===== config.mk =====
export PLATFORM = sky130hd
export DESIGN_NAME = wave_conditioner
export DESIGN_NICKNAME = d
export VERILOG_FILES = /design/src/rtl/wave_conditioner.sv
export SDC_FILE = /design/constraint.sdc
export NUM_CORES = 1
export LEC_CHECK = 0
export CAP_MARGIN = 10
export CELL_PAD_IN_SITES_DETAIL_PLACEMENT = 0
export CELL_PAD_IN_SITES_GLOBAL_PLACEMENT = 1
export CORE_ASPECT_RATIO = 0.7
export CORE_UTILIZATION = 38
export CTS_BUF_LIST = sky130_fd_sc_hd__clkbuf_4 sky130_fd_sc_hd__clkbuf_8
export DETAILED_ROUTE_END_ITERATION = 8
export MAX_ROUTING_LAYER = met4
export PLACE_DENSITY_LB_ADDON = 0.1
export SETUP_SLACK_MARGIN = 0.02
export SLEW_MARGIN = 40
export SYNTH_ARGS = -nofsm -noshare
export SYNTH_HDL_FRONTEND = slang
export SYNTH_SLANG_ARGS = --single-unit
export TNS_END_PERCENT = 50

===== constraint.sdc =====
create_clock -name clk -period 1.8 [get_ports clk]
set_clock_uncertainty 0.1 [all_clocks]
set_input_delay 0.45 -clock clk [delete_from_list [all_inputs] [get_ports clk]]
set_output_delay 0.45 -clock clk [all_outputs]
set_load 0.05 [all_outputs]

===== src/rtl/wave_conditioner.sv =====
// wave_conditioner: synchronizes an asynchronous waveform, rejects pulses shorter
// than FILT_LEN cycles, strobes accepted edges, counts rejected glitches and
// optionally flags loss of signal.
//
// Ports:
//   clk         rising-edge system clock; all state is clocked here
//   rst_n       asynchronous active-low reset
//   wave        raw external waveform, asynchronous to clk
//   glitch_clr  synchronous clear of glitch_cnt (wins over a same-cycle glitch)
//   wave_clean  synchronized, deglitched level (registered)
//   rise_pulse  one-cycle strobe on an accepted 0->1 transition (registered)
//   fall_pulse  one-cycle strobe on an accepted 1->0 transition (registered)
//   glitch_cnt  saturating count of rejected pulses (registered)
//   no_signal   no accepted edge for TIMEOUT_CYC cycles (registered)
//
// Optional feature: define WAVE_TIMEOUT_EN to build the loss-of-signal timer.
// Without it no_signal is tied low and everything else behaves identically.
//
// Latency: a level held from before edge 1 appears on wave_clean and its strobe
// at edge FILT_LEN+2 (two synchronizer stages plus FILT_LEN filter cycles).

module wave_conditioner #(
  parameter int FILT_LEN    = 4,
  parameter int TIMEOUT_CYC = 5000000
) (
  input  logic       clk,
  input  logic       rst_n,
  input  logic       wave,
  input  logic       glitch_clr,
  output logic       wave_clean,
  output logic       rise_pulse,
  output logic       fall_pulse,
  output logic [7:0] glitch_cnt,
  output logic       no_signal
);

  localparam logic [7:0]  FILT_MAX = 8'(FILT_LEN - 1);
  localparam logic [23:0] TO_MAX   = 24'(TIMEOUT_CYC);

  logic       s1;
  logic       s2;
  logic [7:0] filt_cnt;
  logic       differ;
  logic       accept;
  logic       glitch;

  // s2 is the only view of the raw waveform used by the filter.
  assign differ = (s2 != wave_clean);
  // filt_cnt counts cycles the new level has already held; on the FILT_LEN-th
  // consecutive differing cycle the new level is taken.
  assign accept = differ && (filt_cnt == FILT_MAX);
  // The level fell back before acceptance after at least one qualifying cycle.
  assign glitch = !differ && (filt_cnt != 8'd0);

  // Two-flop synchronizer.
  always_ff @(posedge clk or negedge rst_n) begin
    if (!rst_n) begin
      s1 <= 1'b0;
      s2 <= 1'b0;
    end else begin
      s1 <= wave;
      s2 <= s1;
    end
  end

  // Symmetric deglitch filter: the same rule applies to both directions.
  always_ff @(posedge clk or negedge rst_n) begin
    if (!rst_n) begin
      filt_cnt   <= 8'd0;
      wave_clean <= 1'b0;
      rise_pulse <= 1'b0;
      fall_pulse <= 1'b0;
    end else begin
      rise_pulse <= 1'b0;
      fall_pulse <= 1'b0;
      if (accept) begin
        wave_clean <= s2;
        filt_cnt   <= 8'd0;
        rise_pulse <= s2;
        fall_pulse <= ~s2;
      end else if (differ) begin
        filt_cnt <= filt_cnt + 8'd1;
      end else begin
        filt_cnt <= 8'd0;
      end
    end
  end

  // Rejected-pulse counter, saturating at 255; clear has priority.
  always_ff @(posedge clk or negedge rst_n) begin
    if (!rst_n) begin
      glitch_cnt <= 8'd0;
    end else if (glitch_clr) begin
      glitch_cnt <= 8'd0;
    end else if (glitch && (glitch_cnt != 8'hFF)) begin
      glitch_cnt <= glitch_cnt + 8'd1;
    end
  end

`ifdef WAVE_TIMEOUT_EN
  logic [23:0] to_cnt;

  // to_cnt counts cycles since the last accepted edge and parks at TO_MAX.
  // no_signal rises on the edge that brings to_cnt to TO_MAX and falls on the
  // edge that produces the next strobe.
  always_ff @(posedge clk or negedge rst_n) begin
    if (!rst_n) begin
      to_cnt    <= 24'd0;
      no_signal <= 1'b0;
    end else if (accept) begin
      to_cnt    <= 24'd0;
      no_signal <= 1'b0;
    end else if (to_cnt != TO_MAX) begin
      to_cnt <= to_cnt + 24'd1;
      if (to_cnt == TO_MAX - 24'd1) begin
        no_signal <= 1'b1;
      end
    end
  end
`else
  // Timer not built: keep the timeout parameter referenced so both builds
  // elaborate the same parameter set.
  logic unused_timeout;
  assign unused_timeout = ^TO_MAX;
  assign no_signal      = 1'b0;
`endif

endmodule


==> metrics.md <==
| Metric | Value |
|---|---|
| Switching share of power | 34.7% |
| Power density over the cells | 1090 nW/um2 |
| Pre-CTS setup slack | -0.0244 ns |
| Die Y | 45.2 um |
| Seq cells post-synth | 21 |
| Comb power frac | 45.0% |
| Setup slack after layout | 0.0739 ns |
| Fin. max-slew vios | 0 |
| Chip Width | 63.7 um |
| Layout cells sized above 1 | 38.3% |
| Status | completed |
| DR WL/cell | 13.1 um |
| Half-perimeter wire length after placement | 1530 um |
| Final worst hold slack | 0.269 ns |
| Cell Area, Synth | 1010 um2 |
| Post-route ant nets | 0 |
| Clock Latency Late Sink | 0.26 ns |
| CTS tree | yes |
| Static Leak | 0.645 nW |
| Cells along the critical path | inv_1 -> ha_1 -> a31o_4 -> nor4_2 -> mux2_2 |
| Minimum clock period | 1.73 ns |
| Startpoint Class | flip-flop |
| Num ports | 16 |
| Area Growth Syn to Fin | 46.0% |
| Core area | 2500 um2 |
| Met1 WL | 1020 um |
| Clock buffer depth | 2 |
| Mapped Cells | 96 |
| Synthesized net count | 103 |
| FP Rows | 15 |
| TritonCTS buffer count | 3 |
| Routed length on met2 | 992 um |
| Fmax | 579 MHz |
| Clk slew on worst S/H paths | 0.08 ns |
| Crit end category | flip-flop |
| Max FO, Critical Path | 8 |
| Critical Path RT | 1.85 ns |
| Most frequent cells in the layout | buf_4, dfrtp_1, nor2_1, buf_12, nand3_1 |
| Final setup viols | 0 |
| Aggregate global routing overflow | 0 |
| Register area share after synthesis | 51.9% |
| Number of DRC markers in iteration 0 | 36 |
| Post-synth EDFFs | 0 |
| Worst vdd ir | 0.903 mV |
| Largest net degree at the start of global routing | 22 |
| Initial antenna violation count | 0 |
| Number of global-route vias before repair | 782 |
| Nets | 136 |
| Final GP Congestion | 0.758 |
| Post-synthesis cell type count | 28 |
| Top sig layer | met4 |
| Worst path max stage delay | 0.37 ns |
| Crit Path Category | flip-flop to flip-flop |
| Async SR Flop Fraction | 100% |
| Min-delay worst type | flip-flop to flip-flop |
| Global-route wire length before repair | 3410 um |
| Tcrit/Tclk final | 95.9% |
| Via count | 816 |
| # H-tree levels | 1 |
| Max_cap viols | 0 |
| Starting Density | 40.6% |
| Sw Pwr | 561 uW |
| Final-report hold violation count | 0 |
| DRC | 0 |
| Sum of routed wire length over all layers | 2130 um |
| Port buffer count | 14 |
| First-pass DRT Iterations | 4 |
| Total negative setup slack | 0 ns |
| WP data arrival | 1.78 ns |
| Top_reg_cell synth | dfrtp_1 |
| DR WL met3 | 98 um |
| Internal | 1.05 mW |
| Tot GR Track Use | 17.1% |
| Clock root buffer | clkbuf_8 |
| Seq pwr share | 35.3% |
| Clock power frac | 19.8% |
| Clock sink count | 21 |
| # diodes | 0 |
| RSZ-0062 raised after global routing | true |
| Commonest non-fill, non-tap cell in the layout | buf_4 |
| Via density | 5.04 |
| Syn_area_per_cell | 10.6 um2 |
| Synth Warn # | 0 |
| Slowest cell on crit path | dfrtp_1 |
| Die area | 2880 um2 |
[power groups by stage]
stage / logic (mW) / clock network (mW) / registers [mW]
floorplan: 0.236 / 0 / 0.708
global placement: 0.650 / 0 / 0.576
detailed placement: 0.662 / 0 / 0.580
CTS: 0.670 / 0.333 / 0.572
global route: 0.781 / 0.343 / 0.578
finish: 0.727 / 0.319 / 0.570
[layer usage]
| metal | track usage [%] | vias up |
|---|---|---|
| li1 | - | 398 |
| met4 | 9.09 | 0 |
| met2 | 26.2 | 23 |
| met1 | 21.1 | 393 |
| met3 | 4.29 | 2 |
| met5 | - | - |
[timing repair]
item	CTS	global route
hold buffers	0	0
endpoints found under the setup margin	5	5
pin swaps	0	1
gates resized for setup	1	3
buffers inserted	0	2
[final timing paths]
check,start,endpoint,slack [ns],depth (start not counted)
max,filt_cnt[0],glitch_cnt[5],0.07,5
min,s1,s2,0.27,0
max in group asynchronous,rst_n,wave_clean,0.92,2
min in group asynchronous,rst_n,glitch_cnt[6],0.43,2
max reg2reg,filt_cnt[0],glitch_cnt[5],0.07,5
min reg2reg,s1,s2,0.27,0
[through the flow]
stage                     util (%)  power [mW]  instance area (um2)  std cells
final                         59.3        1.62                 1480        162
after global routing          59.3        1.70                 1480        162
after CTS                     58.0        1.57                 1450        160
after detailed placement      56.1        1.24                 1400        156
after global placement        56.1        1.23                 1400        156
after floorplan                  -       0.945                 1040         96
[flip-flops by register name (all words and copies together), names as in the netlist]
| name | cells |
|---|---|
| fall_pulse | 1 |
| filt_cnt | 8 |
| glitch_cnt | 8 |
| rise_pulse | 1 |
| s1 | 1 |
| s2 | 1 |
| wave_clean | 1 |
[critical path, delay by kind of cell (launching register included)]
family	cells	cell delay, ns
flip-flops	1	0.37
multiplexers	1	0.36
AND/OR/NAND/NOR	1	0.27
AO/OA/AOI/OAI	1	0.26
adder cells (fa/ha/maj)	1	0.20
buffers and inverters	1	0.06
[Yosys cell counts (all sizes together) (2+ instances only)]
cell,instances,area share (%)
a21oi,3,1.5
nand4,2,1.2
o31ai,2,1.5
mux2,4,4.4
nand2b,3,1.9
xor2,5,4.3
inv,2,0.74
dfrtp,21,52
nor2,13,4.8
or4,3,2.2
ha,3,3.7
xnor2,2,1.7
and3,3,2.0
nor2b,3,1.9
nor3b,3,2.2
nor4,4,2.5
nand2,4,1.5
nand3,7,3.5
buf,2,1.9
[kinds of logic after synthesis]
group           after synthesis  share of synthesized area [%]
other cells                   1                          0.370
flops                        21                           51.9
simple gates                 46                           24.2
xor+xnor                      7                           6.05
compound gates                8                           5.43
buf+inv                       5                           2.96
mux                           5                           5.43
fa+ha+maj                     3                           3.70
[area by class of cell]
type,count,area (um2)
clock buffers,4,48.8
fillers,208,1020
inverters,2,7.51
multi-input cells,70,497
flip-flops and latches,21,532
well taps,34,42.5
repair buffers,31,353
Power figures use the tool's default switching activity.
